## src/rtl/ga23_pkg.sv

```systemverilog
// Shared types and default widths for the GA23 tile-layer SDRAM arbiter.
package ga23_pkg;

  typedef enum logic [1:0] {
    IDLE,
    ISSUE,
    COMPLETE
  } arb_state_e;

  localparam int unsigned GA23_ADDR_W = 22;
  localparam int unsigned GA23_DATA_W = 32;

endpackage

```

## src/rtl/ga23_arb_pick.sv

```systemverilog
// Combinational winner picker: the first pending layer above ptr, wrapping to the lowest index.
// Driving ptr with NUM_LAYERS-1 turns this into plain lowest-index-wins priority.
module ga23_arb_pick #(
  parameter int unsigned NUM_LAYERS = 3,
  parameter int unsigned IDX_W      = 2
) (
  input  logic [NUM_LAYERS-1:0] pending,
  input  logic [IDX_W-1:0]      ptr,
  output logic [NUM_LAYERS-1:0] grant,
  output logic [IDX_W-1:0]      index
);

  logic found;

  // Two ordered passes: indices above ptr first, then the wrapped indices.
  always_comb begin
    grant = '0;
    index = '0;
    found = 1'b0;
    for (int unsigned i = 0; i < NUM_LAYERS; i++) begin
      if (!found && pending[i] && (i > 32'(ptr))) begin
        found    = 1'b1;
        grant[i] = 1'b1;
        index    = IDX_W'(i);
      end
    end
    for (int unsigned i = 0; i < NUM_LAYERS; i++) begin
      if (!found && pending[i] && (i <= 32'(ptr))) begin
        found    = 1'b1;
        grant[i] = 1'b1;
        index    = IDX_W'(i);
      end
    end
  end

endmodule

```

## src/rtl/ga23_sdr_arbiter.sv

```systemverilog
// Arbitrates per-layer tile-row reads onto one SDRAM read channel (IDLE -> ISSUE -> COMPLETE).
// Define GA23_ARB_ROUND_ROBIN_EN for round-robin grants; otherwise the lowest pending index wins.
module ga23_sdr_arbiter
  import ga23_pkg::*;
#(
  parameter int unsigned NUM_LAYERS = 3,
  parameter int unsigned ADDR_W     = GA23_ADDR_W,
  parameter int unsigned DATA_W     = GA23_DATA_W
) (
  input  logic                         clk,
  input  logic                         reset,
  input  logic [NUM_LAYERS-1:0]        layer_req,
  input  logic [NUM_LAYERS*ADDR_W-1:0] layer_addr,
  output logic [NUM_LAYERS*DATA_W-1:0] layer_data,
  output logic [NUM_LAYERS-1:0]        layer_rdy,
  output logic                         mem_req,
  output logic [ADDR_W-1:0]            mem_addr,
  input  logic                         mem_ack,
  input  logic [DATA_W-1:0]            mem_data,
  output logic                         busy
);

  localparam int unsigned IDX_W = (NUM_LAYERS > 1) ? $clog2(NUM_LAYERS) : 1;
  localparam logic [IDX_W-1:0] LAST_IDX = IDX_W'(NUM_LAYERS - 1);

  arb_state_e state_q, state_d;
  logic [NUM_LAYERS-1:0]             pending_q, pending_d;
  logic [NUM_LAYERS-1:0][ADDR_W-1:0] addr_q, addr_d;
  logic [NUM_LAYERS-1:0][DATA_W-1:0] data_q, data_d;
  logic [ADDR_W-1:0]                 mem_addr_q, mem_addr_d;
  logic [IDX_W-1:0]                  win_q, win_d;
  logic [NUM_LAYERS-1:0]             grant;
  logic [IDX_W-1:0]                  pick_idx;
  logic [IDX_W-1:0]                  ptr;

  ga23_arb_pick #(
    .NUM_LAYERS (NUM_LAYERS),
    .IDX_W      (IDX_W)
  ) u_pick (
    .pending (pending_q),
    .ptr     (ptr),
    .grant   (grant),
    .index   (pick_idx)
  );

`ifdef GA23_ARB_ROUND_ROBIN_EN
  logic [IDX_W-1:0] ptr_q, ptr_d;

  always_comb begin
    ptr_d = ptr_q;
    if (state_q == IDLE && |pending_q) ptr_d = pick_idx;
  end

  always_ff @(posedge clk) begin
    if (reset) ptr_q <= LAST_IDX;
    else       ptr_q <= ptr_d;
  end

  assign ptr = ptr_q;
`else
  assign ptr = LAST_IDX;
`endif

  always_comb begin
    state_d    = state_q;
    pending_d  = pending_q;
    addr_d     = addr_q;
    data_d     = data_q;
    mem_addr_d = mem_addr_q;
    win_d      = win_q;
    case (state_q)
      IDLE: begin
        if (|pending_q) begin
          win_d      = pick_idx;
          mem_addr_d = addr_q[pick_idx];
          pending_d  = pending_q & ~grant;
          state_d    = ISSUE;
        end
      end
      ISSUE: begin
        if (mem_ack) begin
          data_d[win_q] = mem_data;
          state_d       = COMPLETE;
        end
      end
      COMPLETE: state_d = IDLE;
      default:  state_d = IDLE;
    endcase
    // Applied after the grant clear so a request on the grant edge becomes a fresh pending one.
    for (int unsigned i = 0; i < NUM_LAYERS; i++) begin
      if (layer_req[i]) begin
        pending_d[i] = 1'b1;
        addr_d[i]    = layer_addr[i*ADDR_W +: ADDR_W];
      end
    end
  end

  always_ff @(posedge clk) begin
    if (reset) begin
      state_q    <= IDLE;
      pending_q  <= '0;
      addr_q     <= '0;
      data_q     <= '0;
      mem_addr_q <= '0;
      win_q      <= '0;
    end else begin
      state_q    <= state_d;
      pending_q  <= pending_d;
      addr_q     <= addr_d;
      data_q     <= data_d;
      mem_addr_q <= mem_addr_d;
      win_q      <= win_d;
    end
  end

  assign mem_req    = (state_q == ISSUE);
  assign mem_addr   = mem_addr_q;
  assign busy       = (state_q != IDLE);
  assign layer_data = data_q;
  assign layer_rdy  = (state_q == COMPLETE) ? (NUM_LAYERS'(1) << win_q) : '0;

endmodule

```

## config.mk

```make
export PLATFORM = sky130hd
export DESIGN_NAME = ga23_sdr_arbiter
export DESIGN_NICKNAME = d
export VERILOG_FILES = /design/src/rtl/ga23_pkg.sv /design/src/rtl/ga23_arb_pick.sv /design/src/rtl/ga23_sdr_arbiter.sv
export SDC_FILE = /design/constraint.sdc
export NUM_CORES = 1
export LEC_CHECK = 0
export CORE_MARGIN = 3
export CORE_UTILIZATION = 50
export CTS_CLUSTER_SIZE = 25
export DETAILED_ROUTE_END_ITERATION = 7
export GPL_TIMING_DRIVEN = 0
export HOLD_SLACK_MARGIN = 0.06
export PLACE_DENSITY = 0.81
export SYNTH_ARGS = -nofsm -noshare
export SYNTH_HDL_FRONTEND = slang
export SYNTH_HIERARCHICAL = 1
export SYNTH_SLANG_ARGS = --single-unit
```

## constraint.sdc

```tcl
create_clock -name clk -period 5 [get_ports clk]
set_input_delay 1 -clock clk [delete_from_list [all_inputs] [get_ports clk]]
set_output_delay 1 -clock clk [all_outputs]
set_load 0.005 [all_outputs]
```

# == Yosys cells after proc, flatten, opt, wreduce, memory -nomap -nowiden ==
# Index checks and enable logic that the tools add are counted.
# totals
register_bits,191
in_bits,104
output_inout_bits,123
# op_classes
n_lt_le_gt_ge,3
n_eq_ne,4
shift,1
muxes,20
bitwise,2
reduce_logical,20
# op_table
operator,count
bitwise mux 96 bit,1
demux 32 bit (select 2 bit),1
binary-select mux 22 bit (select 2 bit),1
2-to-1 mux 32 bit,1
2-to-1 mux 22 bit,1
nonzero test 2 bit,7
AND reduction 2 bit,6
2-to-1 mux 3 bit,3
2-to-1 mux 1 bit,8
less-than comparator 2 x 3 -> 1 bit (second input constant),2
2-to-1 mux 2 bit,3
case mux 2 bit (2 select lines),1
bitwise AND 3 bit,1
logical AND 1 bit,3
NOT 3 bit,1
OR reduction 3 bit,1
left shift 1 x 2 -> 3 bit (first input constant),1
== test 2 x 1 -> 1 bit (second input constant),1
== test 2 bit (second input constant),1
greater-or-equal comparator 2 x 1 -> 1 bit (second input constant),1
logical NOT 1 bit,2
logical NOT 2 bit,1
!= test 2 x 1 -> 1 bit (second input constant),1
!= test 2 bit (second input constant),1

# == Logic depth before layout (Yosys ltp) ==
# logic_depth
depth_word,12
ltp_mapped,7
mapped_depth_nobuf,5

# == By module ==
# The synthesis kept the hierarchy.
# modules_own_cells
module,instances,cells_per_inst,area_each_um2,seq_area_each_um2
ga23_sdr_arbiter,1,845,7569.8,3823.7
ga23_arb_pick,1,12,80.1,0.0

# == Worst setup path before layout ==
# No wires, ideal clock.
# synth_timing
kind,register to output
start,reg win_q[1]
end,out layer_rdy[2]
arrival_ns,1.134
t_required_ns,4.000
path_slack_ns,2.866
stages_incl_launch_ff,5
n_path_buf,2
path_cell_list,dfxtp_1 -> inv_1 -> clkbuf_1 -> clkbuf_1 -> nor4b_1
# synth_via
elab_chain_len,2
# synth_lines
item,line_no,text
start: declaration,ga23_sdr_arbiter.sv:31,"logic [IDX_W-1:0] win_q, win_d;"
start signal: assignment,ga23_sdr_arbiter.sv:112,win_q <= win_d;
left shift 1 x 2 -> 3 bit,ga23_sdr_arbiter.sv:120,assign layer_rdy = (state_q == COMPLETE) ? (NUM_LAYERS'(1) << win_q) : '0;
2-to-1 mux 3 bit,ga23_sdr_arbiter.sv:120,
end: declaration,ga23_sdr_arbiter.sv:15,"output logic [NUM_LAYERS-1:0] layer_rdy,"
# No other way between the ends.

# == Worst setup path after layout ==
# Ends and elaborated chain as after synthesis.

==> impl_metrics.ini <==
[floorplan]
num_rows = 44
coreArea_um2 = 14750
die_h_um = 129.7
chipWidth_um = 129.7
dieArea_um2 = 16820
initial_core_util_pct = 51.85
io_pins = 227

[sta]
period_needed_ns = 3.505
fin_setup_tns_ns = 0
period_share_pct = 70.10
relSlewSlack_pct = 53.89
setup-violations-final = 0
whs_ns = 0.4759
slew_violations = 0
worst_pin_slew_ns = 0.6895
clock_skew_ns = 0.004477
grt_setup_unrepaired = no
hold_violations = 0
max_freq_mhz = 285.3

[worst_setup_path]
critPathMaxFanout = 10
cp-end-kind = primary output
arrival_ns = 2.50
worst-setup-path-type = reg2out
crit_required_ns = 4.00
start_kind = flip-flop

[cells_and_area]
num-nets-final = 1204
multi_input_area_um2 = 3402
synthToLayoutAreaGrowth_pct = 40.73
fin_util_pct = 72.96
drive_gt1_share_pct = 8.183
n_fill_cell = 1133
final_cells = 1296
final_cell_mix = clkdlybuf4s50_1, dfxtp_1, a21oi_1, nand3_1, o21ai_0
layout_commonest_cell = clkdlybuf4s50_1
layout.area.seq_um2 = 3824
final_area_um2 = 10770
antennaDiodeCount = 0

[global_route]
grtUsageTotal_pct = 27.47
antenna_found_initial = 0
gr-total-overflow = 0
grt_first_pass_wirelength_um = 36380
first_global_vias = 7036
grt_max_degree = 17

[logic_synthesis]
ys_ff_latch = 191
synthCells = 857
ys_types = 38
synth_edf_count = 0
avgSynthCellArea_um2 = 8.926
post_synth_instance_area_um2 = 7650
yosysWarnings = 6
ys.flop_type = dfxtp_1
ys_seq_area_share_pct = 49.98
ys_async_sr_fraction_pct = 0

[run]
drv_cap = 0

[placement]
postPlaceCellArea_um2 = 10100
port_buffers = 221
gp_congestion = 0.8357
hpwl_um = 17460
dp.cells = 1265

[power]
pwr-share-seq_pct = 44.3
comb_power_share_pct = 14.9
swShare_pct = 24.39
p_int_w = 0.002813
powerDensity_nw_per_um2 = 345.6
peakVddDrop_mv = 0.2477
power_switching_w = 0.0009074
clockPowerShare_pct = 40.7
p_leak_nw = 3.916

[status]
status = finished, final reports clean

[drt]
vias_per_cell = 5.692
wl_per_cell_um = 18.30
drc_errors = 0
routed-via-count = 7377
first_pass_iters = 5
wl_um = 23720
drt_iter0_markers = 600
drt.antenna.violating_nets = 0

[clock_tree]
clk_latency_ns = 0.43
cts_resized = 0
cts_hold_buffers = 0
cts_tree = built
cts.htree.levels = 4
cts_root_buffer = clkbuf_16
clk_pin_slew_ns = 0.06
cts_buffer_depth = 2
cts_setup_buffers = 0
numCtsBuffers = 17
clock_sinks = 191

[hold_path]
worstHoldPathType = reg2reg
per-layer routing:
metal  track usage [%]  part of all wire, %  vias up
met2             45.10                   48      377
met1             35.56                   42     3446
met3             6.386                  8.3       44
li1                  -                    -     3510
met5                 0                    0        -
met4             10.02                  2.3        0
through the flow:
| step | setup WS [ns] | power (W) |
|---|---|---|
| floorplan | 2.866 | 0.001952 |
| global placement | 1.999 | 0.002221 |
| detailed placement | 2.001 | 0.002229 |
| CTS | 1.526 | 0.003726 |
| global route | 1.389 | 0.003839 |
| finish | 1.495 | 0.003721 |
cell usage after synthesis, types with 7 or more instances:
cell type	n	area [um2]
dfxtp_1	191	3824
a21oi_1	123	615.6
nand3_1	98	490.5
o21ai_0	92	460.4
mux2i_1	88	880.8
nor2_1	71	266.5
clkbuf_1	49	183.9
nand2_1	23	86.33
a311oi_1	21	183.9
or2_2	21	131.4
buf_2	18	90.09
buf_4	10	75.07
buf_1	8	30.03
o21ai_1	7	35.03
sequential cells by signal (all words and copies together), names as in the netlist:
name,count
addr_q,66
layer_data,96
mem_addr,22
pending_q,3
state_q,2
win_q,2
worst max-delay path, stage by stage, from the launching register on:
cell,delay [ns]
dfxtp_1,0.47
inv_1,0.09
clkbuf_1,0.27
clkbuf_1,0.30
nor4b_1,0.34
clkdlybuf4s50_1,0.61
cell families after synthesis:
logic type | after synthesis | synth area share [%]
mux | 88 | 11.51
compound gates | 250 | 17.70
flops | 191 | 49.98
other cells | 2 | 0.09817
buf+inv | 92 | 5.692
simple gates | 234 | 15.01
power by group through the flow:
stage | combinational [W] | clock, W | sequential [W]
global route | 0.000600 | 0.00158 | 0.00166
CTS | 0.000552 | 0.00153 | 0.00165
floorplan | 0.000279 | 0 | 0.00167
finish | 0.000556 | 0.00152 | 0.00165
global placement | 0.000541 | 0 | 0.00168
detailed placement | 0.000548 | 0 | 0.00168
worst paths after layout:
path                            cells after the start        endpoint  slack [ns]            from
worst max-delay path                                5    layer_rdy[2]        1.50        win_q[1]
worst min-delay path                                2  layer_data[25]        0.48  layer_data[25]
worst max register to register                      6    mem_addr[20]        2.60    pending_q[2]
worst min register to register                      2  layer_data[25]        0.48  layer_data[25]
area by class of cell:
cell class / count / share of cell area, %
tap: 184 / 2.139
multi-input combinational: 577 / 31.60
buffer: 88 / 3.905
clock buffer: 21 / 4.463
timing repair buffer: 221 / 20.55
clock inverter: 10 / 1.685
inverter: 4 / 0.1395
sequential: 191 / 35.52
No activity file was read; power rests on OpenSTA's default activity.
